==> config.mk <==
export PLATFORM = sky130hd
export DESIGN_NAME = peripheral_uart_tx_gen
export DESIGN_NICKNAME = d
export VERILOG_FILES = /design/src/rtl/peripheral_uart_pkg.sv /design/src/rtl/peripheral_uart_tx_fifo.sv /design/src/rtl/peripheral_uart_tx_gen.sv
export SDC_FILE = /design/constraint.sdc
export NUM_CORES = 1
export LEC_CHECK = 0
export ABC_AREA = 0
export CORE_MARGIN = 4
export CORE_UTILIZATION = 60
export DETAILED_ROUTE_END_ITERATION = 10
export PLACE_DENSITY = 0.87
export SETUP_SLACK_MARGIN = 0.4
export SLEW_MARGIN = 20
export SYNTH_ARGS = -nofsm -noshare
export SYNTH_HDL_FRONTEND = slang
export SYNTH_SLANG_ARGS = --single-unit
==> constraint.sdc <==
create_clock -name clk_i -period 5.59 [get_ports clk_i]
set_input_delay 0.8385 -clock clk_i [delete_from_list [all_inputs] [get_ports clk_i]]
set_output_delay 0.8385 -clock clk_i [all_outputs]
set_load 0.05 [all_outputs]
==> src/rtl/peripheral_uart_pkg.sv <==
// peripheral_uart_pkg
// Shared types and constants for the peripheral UART (TX now, RX later).
//   uart_tx_state_t : transmitter frame state
//   PAR_*           : parity mode encodings of cfg_parity_i
//   MIN_BITS        : smallest legal data width
//   clamp_last()    : data-bits-minus-1 clamped to MIN_BITS..max
package peripheral_uart_pkg;

    typedef enum logic [2:0] {
        IDLE,
        START,
        DATA,
        PARITY,
        STOP
    } uart_tx_state_t;

    localparam logic [1:0] PAR_NONE = 2'b00;
    localparam logic [1:0] PAR_EVEN = 2'b01;
    localparam logic [1:0] PAR_ODD  = 2'b10;
    localparam logic [1:0] PAR_MARK = 2'b11;

    localparam int unsigned MIN_BITS = 5;

    // Returns the index of the last data bit, clamped to MIN_BITS-1..hi.
    function automatic logic [3:0] clamp_last(input logic [3:0] bits_m1,
                                              input logic [3:0] hi);
        if (bits_m1 < 4'(MIN_BITS - 1)) return 4'(MIN_BITS - 1);
        if (bits_m1 > hi)               return hi;
        return bits_m1;
    endfunction

endpackage

==> src/rtl/peripheral_uart_tx_fifo.sv <==
// peripheral_uart_tx_fifo
// Synchronous FIFO with extra-MSB pointers; level = wptr - rptr.
//   clk_i, rstn_i   : clock, async active-low reset (empties the FIFO)
//   push_i, wdata_i : write request/data, ignored when full
//   pop_i, rdata_o  : read request, head word (valid when !empty_o)
//   full_o, empty_o : status from registered pointers only
//   level_o         : occupancy 0..DEPTH
module peripheral_uart_tx_fifo #(
    parameter int unsigned WIDTH = 8,
    parameter int unsigned DEPTH = 16,
    localparam int unsigned AW   = $clog2(DEPTH)
) (
    input  logic             clk_i,
    input  logic             rstn_i,
    input  logic             push_i,
    input  logic [WIDTH-1:0] wdata_i,
    input  logic             pop_i,
    output logic [WIDTH-1:0] rdata_o,
    output logic             full_o,
    output logic             empty_o,
    output logic [AW:0]      level_o
);

    logic [WIDTH-1:0] mem [DEPTH];
    logic [AW:0]      wptr, rptr;
    logic             push_ok, pop_ok;

    assign empty_o = (wptr == rptr);
    assign full_o  = (wptr[AW] != rptr[AW]) && (wptr[AW-1:0] == rptr[AW-1:0]);
    assign level_o = wptr - rptr;
    assign rdata_o = mem[rptr[AW-1:0]];

    assign push_ok = push_i && !full_o;
    assign pop_ok  = pop_i && !empty_o;

    always_ff @(posedge clk_i) begin
        if (push_ok) mem[wptr[AW-1:0]] <= wdata_i;
    end

    always_ff @(posedge clk_i or negedge rstn_i) begin
        if (!rstn_i) begin
            wptr <= '0;
            rptr <= '0;
        end else begin
            if (push_ok) wptr <= wptr + 1'b1;
            if (pop_ok)  rptr <= rptr + 1'b1;
        end
    end

endmodule

==> src/rtl/peripheral_uart_tx_gen.sv <==
// peripheral_uart_tx_gen
// Buffered UART transmitter: FIFO push interface, LSB-first serialiser with
// 5..MAX_BITS data bits, none/even/odd/mark parity and 1 or 2 stop bits.
// Optional CTS gating is compiled in with `define PERIPHERAL_UART_TX_CTS_EN.
//   cfg_*_i          : line configuration, latched at each frame start
//   tx_data_i/valid_i/ready_o : push interface (ready = FIFO not full)
//   cts_ni           : clear-to-send, active-low (CTS build only)
//   tx_o, busy_o, done_o : registered line and frame status
//   fifo_empty_o, fifo_level_o : FIFO status
module peripheral_uart_tx_gen
    import peripheral_uart_pkg::*;
#(
    parameter int unsigned MAX_BITS   = 8,
    parameter int unsigned FIFO_DEPTH = 16,
    parameter int unsigned DIV_W      = 16,
    localparam int unsigned LW        = $clog2(FIFO_DEPTH) + 1
) (
    input  logic                clk_i,
    input  logic                rstn_i,
    input  logic                cfg_en_i,
    input  logic [DIV_W-1:0]    cfg_div_i,
    input  logic [3:0]          cfg_bits_i,
    input  logic [1:0]          cfg_parity_i,
    input  logic                cfg_stop_bits_i,
    input  logic [MAX_BITS-1:0] tx_data_i,
    input  logic                tx_valid_i,
    output logic                tx_ready_o,
    input  logic                cts_ni,
    output logic                tx_o,
    output logic                busy_o,
    output logic                done_o,
    output logic                fifo_empty_o,
    output logic [LW-1:0]       fifo_level_o
);

    uart_tx_state_t      state;
    logic [DIV_W-1:0]    baud_cnt, div_q;
    logic [3:0]          bit_cnt, last_q, last_n;
    logic [1:0]          par_q, stop_cnt;
    logic                stop2_q, par_bit, par_n, fin_q;
    logic [MAX_BITS-1:0] shift, fifo_rdata;
    logic                fifo_full, cts_ok, pop, tick, line_bit, xsum;

    peripheral_uart_tx_fifo #(.WIDTH(MAX_BITS), .DEPTH(FIFO_DEPTH)) u_fifo (
        .clk_i   (clk_i),
        .rstn_i  (rstn_i),
        .push_i  (tx_valid_i),
        .wdata_i (tx_data_i),
        .pop_i   (pop),
        .rdata_o (fifo_rdata),
        .full_o  (fifo_full),
        .empty_o (fifo_empty_o),
        .level_o (fifo_level_o)
    );

    assign tx_ready_o = !fifo_full;

`ifdef PERIPHERAL_UART_TX_CTS_EN
    // Two-flop synchroniser; resets to "not clear" so nothing starts early.
    logic [1:0] cts_sync;
    always_ff @(posedge clk_i or negedge rstn_i) begin
        if (!rstn_i) cts_sync <= 2'b11;
        else         cts_sync <= {cts_sync[0], cts_ni};
    end
    assign cts_ok = !cts_sync[1];
`else
    logic unused_cts;
    assign unused_cts = cts_ni;
    assign cts_ok     = 1'b1;
`endif

    assign pop  = (state == IDLE) && cfg_en_i && !fifo_empty_o && cts_ok;
    assign tick = (baud_cnt == div_q);

    // Parity of the word being popped, over the clamped frame width only.
    always_comb begin
        last_n = clamp_last(cfg_bits_i, 4'(MAX_BITS - 1));
        xsum   = 1'b0;
        for (int i = 0; i < MAX_BITS; i++)
            if (4'(i) <= last_n) xsum ^= fifo_rdata[i];
        case (cfg_parity_i)
            PAR_EVEN: par_n = xsum;
            PAR_ODD:  par_n = ~xsum;
            PAR_MARK: par_n = 1'b1;
            default:  par_n = 1'b0;
        endcase
    end

    always_comb begin
        case (state)
            START:   line_bit = 1'b0;
            DATA:    line_bit = shift[0];
            PARITY:  line_bit = par_bit;
            default: line_bit = 1'b1;
        endcase
    end

    // tx_o/busy_o trail the state by one clock, so the line drops on the
    // edge after the pop; fin_q delays done_o to the first idle line cycle.
    always_ff @(posedge clk_i or negedge rstn_i) begin
        if (!rstn_i) begin
            state    <= IDLE;
            tx_o     <= 1'b1;
            busy_o   <= 1'b0;
            done_o   <= 1'b0;
            fin_q    <= 1'b0;
            baud_cnt <= '0;
            div_q    <= '0;
            bit_cnt  <= '0;
            last_q   <= '0;
            par_q    <= PAR_NONE;
            par_bit  <= 1'b0;
            stop2_q  <= 1'b0;
            stop_cnt <= '0;
            shift    <= '0;
        end else if (!cfg_en_i) begin
            state    <= IDLE;
            tx_o     <= 1'b1;
            busy_o   <= 1'b0;
            done_o   <= 1'b0;
            fin_q    <= 1'b0;
            baud_cnt <= '0;
            bit_cnt  <= '0;
            stop_cnt <= '0;
        end else begin
            tx_o   <= line_bit;
            busy_o <= (state != IDLE);
            done_o <= fin_q;
            fin_q  <= 1'b0;
            if (state != IDLE) baud_cnt <= tick ? '0 : baud_cnt + 1'b1;
            case (state)
                IDLE: if (pop) begin
                    state    <= START;
                    baud_cnt <= '0;
                    shift    <= fifo_rdata;
                    div_q    <= cfg_div_i;
                    last_q   <= last_n;
                    par_q    <= cfg_parity_i;
                    par_bit  <= par_n;
                    stop2_q  <= cfg_stop_bits_i;
                end
                START: if (tick) begin
                    state   <= DATA;
                    bit_cnt <= '0;
                end
                DATA: if (tick) begin
                    shift <= {1'b0, shift[MAX_BITS-1:1]};
                    if (bit_cnt == last_q) begin
                        state    <= (par_q == PAR_NONE) ? STOP : PARITY;
                        stop_cnt <= '0;
                    end else begin
                        bit_cnt <= bit_cnt + 1'b1;
                    end
                end
                PARITY: if (tick) begin
                    state    <= STOP;
                    stop_cnt <= '0;
                end
                STOP: if (tick) begin
                    if (stop_cnt[0] == stop2_q) begin
                        state <= IDLE;
                        fin_q <= 1'b1;
                    end else begin
                        stop_cnt <= stop_cnt + 1'b1;
                    end
                end
                default: state <= IDLE;
            endcase
        end
    end

endmodule

# Word-level counts from Yosys, hierarchy flattened

Memories as Yosys holds them, arrays and structs flattened.
Cells that the tools add are included.
W data, S select, Z words.

Register bits after elaboration: 71
Bits in writable memories: 128
Input port bits: 36
Output and inout port bits: 10
Word-level logic and storage cells: 139
Memories kept: 1

Add/subtract/negate cells: 6
$lt $le $gt $ge: 10
Eq/ne operators: 26
Mux-type cells: 56
Bitwise logic cells: 8
Reductions and logical operators: 16

Memories:

| name       | depth | bits a word | rd ports | clocked after Yosys merged registers in | wr ports | RTL line                      | source |
|---|---|---|---|---|---|---|---|
| u_fifo.mem | 16    | 8           | 1        | 0                                       | 1        | peripheral_uart_tx_fifo.sv:24 | `logic [WIDTH-1:0] mem [DEPTH];` |

Operators with widths:

| operator                | count |
|---|---|
| $mux W16                | 5 |
| $mux W4                 | 8 |
| $mux W3                 | 9 |
| $ne A3 B3 Y1 const B    | 8 |
| $mux W1                 | 20 |
| $add A16 B1 Y16 const B | 1 |
| $eq A16 B16 Y1          | 1 |
| $le A3 B4 Y1 const A    | 4 |
| $mux W8                 | 2 |
| $pmux W8 S2             | 1 |
| $pmux W3 S5             | 1 |
| $mux W2                 | 6 |
| $add A5 B1 Y5 const B   | 2 |
| $eq A4 B4 Y1            | 2 |
| $le A1 B4 Y1 const A    | 2 |
| $le A2 B4 Y1 const A    | 2 |
| $pmux W4 S2             | 1 |
| $reduce_and A4 Y1       | 2 |
| $reduce_and A7 Y1       | 1 |
| $xor A1 B1 Y1           | 7 |
| $eq A3 B2 Y1 const B    | 2 |
| $pmux W1 S3             | 2 |
| $pmux W2 S3             | 1 |
| $reduce_and A6 Y1       | 1 |
| other kinds (25)        | 31 |

# Logic depth before layout (Yosys ltp)

Depth after elaboration: 23
Gate-level depth with buffers: 12
Depth with buffers taken out: 9

# Cells and area by module

From an unflattened synthesis, not the netlist that was laid out.

Cells, all modules: 588
Area, all modules: 8679.6 sq um

By module, submodules not included:

| module                  | instances | cells an instance | area an instance (sq um) | sequential area each (sq um) |
|---|---|---|---|---|
| peripheral_uart_tx_fifo | 1         | 299               | 5664.2                   | 4093.9 |
| peripheral_uart_tx_gen  | 1         | 289               | 3015.4                   | 1502.7 |

# Worst setup path before layout

No wires, ideal clock.

Path type: register -> register
From: register u_fifo.rptr[1]
To: memory u_fifo.mem[4][0], enable pin
Library setup time: 383 ps
Arrival time: 2952 ps
Data required time: 5207 ps
Setup slack: 2254 ps
Cell stages (with the launch flop): 11
Path buffers: 3
Period minus slack after synthesis: 3336 ps
Cell sequence: dfrtp_1 -> buf_2 -> buf_2 -> inv_1 -> ha_1 -> and4_1 -> nand2_1 -> and2_1 -> clkbuf_1 -> nand2_1 -> nor3_1

Longest elaborated chain between the ends: 6

RTL lines:

| item                          | RTL line                      | source |
|---|---|---|
| from (decl)                   | peripheral_uart_tx_fifo.sv:25 | `logic [AW:0] wptr, rptr;` |
| from (signal assigned)        | peripheral_uart_tx_fifo.sv:46 | `if (pop_ok) rptr <= rptr + 1'b1;` |
| $eq A4 B4 Y1                  | peripheral_uart_tx_fifo.sv:29 | `assign full_o = (wptr[AW] != rptr[AW]) && (wptr[AW-1:0] == rptr[AW-1:0]);` |
| $logic_and A1 B1 Y1           | peripheral_uart_tx_fifo.sv:29 |  |
| $logic_not A1 Y1              | -                             |  |
| net tx_ready_o                | peripheral_uart_tx_gen.sv:27  | `output logic tx_ready_o,` |
| $logic_and A1 B1 Y1           | peripheral_uart_tx_fifo.sv:33 | `assign push_ok = push_i && !full_o;` |
| $mux W1                       | peripheral_uart_tx_fifo.sv:37 | `if (push_ok) mem[wptr[AW-1:0]] <= wdata_i;` |
| $mux W1 (not written as such) | peripheral_uart_tx_fifo.sv:37 |  |
| to (decl)                     | peripheral_uart_tx_fifo.sv:24 |  |

The timed path passes the listed nets, and every way through them passes these cells.

# Worst setup path after layout

From: register u_fifo.rptr[2]
To: output port fifo_level_o[4]

Longest elaborated chain between the ends: 1

RTL lines:

| item          | RTL line                      | source |
|---|---|---|
| $sub A5 B5 Y5 | peripheral_uart_tx_fifo.sv:30 | `assign level_o = wptr - rptr;` |
| to (decl)     | peripheral_uart_tx_gen.sv:33  | `output logic [LW-1:0] fifo_level_o` |

Every way passes these cells.

==> results.py <==
metrics = {
    "timing": {
        "slew_headroom_pct": 26.0,
        "tightest_slew_ns": 1.11,
        "setup_slack_ns": 1.50,
        "post-route-period-util_pct": 73.1,
        "hold_viol_final": 0,
        "clock_skew_ns": 0.0210,
        "rsz0062_at_grt": "false",
        "max_freq_mhz": 245,
        "setup_violations": 0,
        "tns_ns": 0,
        "drv_slew": 0,
        "finalCriticalPeriod_ns": 4.09,
    },
    "final_layout": {
        "antenna_cells": 0,
        "final_area_um2": 9970,
        "n_fill_cell": 852,
        "drive_gt1_share_pct": 11.3,
        "nets": 736,
        "areaGrowthSynthToFinish_pct": 14.4,
        "final_util_pct": 71.0,
    },
    "grt": {
        "grt_overflow": 0,
        "first_global_vias": 5533,
        "met3_usage_pct": 5.31,
        "grt.met2_usage_pct": 40.5,
        "busiest_layer": "met2",
        "grt_util_all_layers_pct": 23.5,
        "grt_max_degree": 71,
        "antenna_found_initial": 0,
        "grt_pass1_wl_mm": 29.5,
        "use_met1_pct": 29.8,
    },
    "placement": {
        "place_congestion": 0.836,
        "pre_cts_ws_ns": 1.75,
        "place.port_buffers": 44,
        "dp_hpwl_mm": 11.8,
        "placed_area_um2": 9330,
    },
    "floorplanning": {
        "initial_core_util_pct": 62.1,
        "rows": 43,
        "design.core.area_um2": 14000,
        "die_x_um": 129,
        "die_y_um": 129,
        "die_area_um2": 16500,
        "ios": 46,
    },
    "clock_tree": {
        "cts_made_buffers": 17,
        "cts_hold_buf": 0,
        "clkLatencyLatePin_ns": 0.45,
        "htreeDepth": 4,
        "cts_root_buffer": "clkbuf_16",
        "cts_tree": "yes",
        "clk_path_buf_depth": 2,
        "cts_resized": 0,
        "clkSinkCount": 198,
        "path_clk_slew_ns": 0.08,
        "postCtsSetupBuffers": 0,
    },
    "logic_synthesis": {
        "synth_adder_area_share_pct": 1.81,
        "ys_seq_elements": 198,
        "synth_cell_type_count": 53,
        "synth_compound_area_share_pct": 5.18,
        "synth-simple-area-share_pct": 10.8,
        "yosys.cell_count.top_type": "edfxtp_1",
        "syn_area_per_cell_um2": 13.6,
        "yosys.area.top_type_share_pct": 44.1,
        "synth_top_family_by_area": "simple AND/OR/NAND/NOR gates",
        "synthCells": 643,
        "synth_mux_area_share_pct": 10.2,
        "yosysSeqAreaShare_pct": 64.2,
        "synth_edf_count": 128,
        "synth_ff_type": "edfxtp_1",
        "synth_commonest_cells": "edfxtp_1 (128), nand2_1 (89), dfrtp_1 (69)",
        "synth_nets": 691,
        "async_reset_ff_share_pct": 35.4,
        "synth-xor-area-share_pct": 5.35,
        "ys_warn_count": 0,
        "synth_area_um2": 8720,
        "synth_largest_area_cell": "edfxtp_1",
        "netlist_top_cells_area": "edfxtp_1 (44%), dfrtp_1 (20%), mux4_2 (4.1%)",
    },
    "worst_setup_path": {
        "reg2reg_from": "u_fifo.rptr[2]",
        "crit_path_end_kind": "primary output",
        "path_class": "register to primary output",
        "cp-startpoint": "u_fifo.rptr[2]",
        "worstSetupStartpointType": "register",
        "cp.required_ns": 4.75,
        "path_max_fanout": 19,
        "crit_arrival_ns": 3.25,
    },
    "flow_run": {
        "drv_cap": 0,
    },
    "hold_path": {
        "hold_start": "fin_q",
        "hold_path.class": "register to register",
    },
    "pwr": {
        "power.density_nw_per_um2": 550,
        "ir_drop_mv": 0.378,
        "leakage_nw": 3.86,
    },
    "route": {
        "drt_iter0_markers": 662,
        "vias": 5412,
        "drt-wirelength-per-cell_um": 20.7,
        "wirelength_mm": 18.2,
        "viasPerCell": 6.14,
        "drtPass1Iterations": 5,
        "drc_errors": 0,
        "antenna_left": 0,
    },
    "run_status": {
        "outcome": "completed",
    },
}
[routing by layer]
layer,up-vias,part of all wire (%)
met5,-,0
met4,0,1.9
met3,35,6.5
met2,240,52
met1,2702,39
li1,2435,-
[flip-flops by register name (all words and copies together) (netlist names)]
register and count:
u_fifo.mem 128, baud_cnt 16, div_q 16, shift 8
u_fifo.rptr 5, u_fifo.wptr 5, bit_cnt 4, last_q 4
state 3, par_q 2, busy_o 1, done_o 1
fin_q 1, par_bit 1, stop2_q 1, stop_cnt 1
tx_o 1
[area by class of cell]
cell class              count  area, um2  area share [%]
repair buffers             56        526            5.27
multi-input cells         398       2920            29.3
well taps                 180        225            2.26
clock inverters            15        210            2.11
clock buffers              17        425            4.27
flip-flops and latches    198       5600            56.2
inverters                  17       63.8           0.640
[report_power, final]
part | leakage, nW | internal (mW) | switching, mW
registers | 2.05 | 1.82 | 0.254
logic | 1.51 | 0.914 | 1.23
clock network | 0.305 | 0.623 | 0.634
total | 3.86 | 3.36 | 2.12
[cells in the final DEF, fill, tap and decap left out, types with 3 or more instances in the layout]
master / count
edfxtp_1: 128
nand2_1: 89
dfrtp_1: 68
nor2_1: 54
clkdlybuf4s50_1: 43
xor2_1: 34
mux2i_1: 24
o21ai_0: 19
inv_1: 17
clkbuf_16: 17
mux4_2: 16
xnor2_1: 14
mux2_2: 12
buf_4: 12
nand3_1: 11
ha_1: 11
a21oi_1: 10
nor3_1: 10
nor2b_1: 8
nor4_1: 8
nand2b_1: 7
nand4_1: 7
clkinv_8: 7
and2_1: 6
mux4_1: 6
a221o_1: 5
a22oi_1: 5
inv_6: 5
o22ai_1: 4
and3_1: 4
a21boi_0: 3
o221ai_1: 3
a211oi_1: 3
[cell families after synthesis]
logic type	count (synthesis)
compound gates	67
xor+xnor	50
fa+ha+maj	12
buf+inv	47
flops	198
mux	58
simple gates	211
[critical path: stages, from the launching register on]
cell             delay, ns
dfrtp_1               0.87
inv_1                 0.19
ha_1                  0.40
a21o_1                0.19
a21oi_1               0.17
xor2_1                0.17
clkdlybuf4s50_1       0.82
[worst paths after layout]
kind	endpoint	slack, ns	cells after the start
setup / recovery	fifo_level_o[4]	1.50	6
hold / removal	done_o	0.46	1
setup reg to reg	shift[0]	1.94	7
hold reg to reg	done_o	0.46	1
max in group asynchronous	u_fifo.rptr[0]	4.36	2
min in group asynchronous	div_q[4]	0.59	2
[per-stage QoR]
step / hold WS, ns / power, mW / instances
2_1_floorplan: 0.434 / 3.63 / 643
3_3_place_gp: 0.440 / 4.11 / 849
3_5_place_dp: 0.452 / 4.22 / 849
4_1_cts: 0.468 / 5.50 / 881
5_1_grt: 0.473 / 5.77 / 881
6_report: 0.462 / 5.48 / 881
Note: power is estimated with default switching activity, not from simulation.
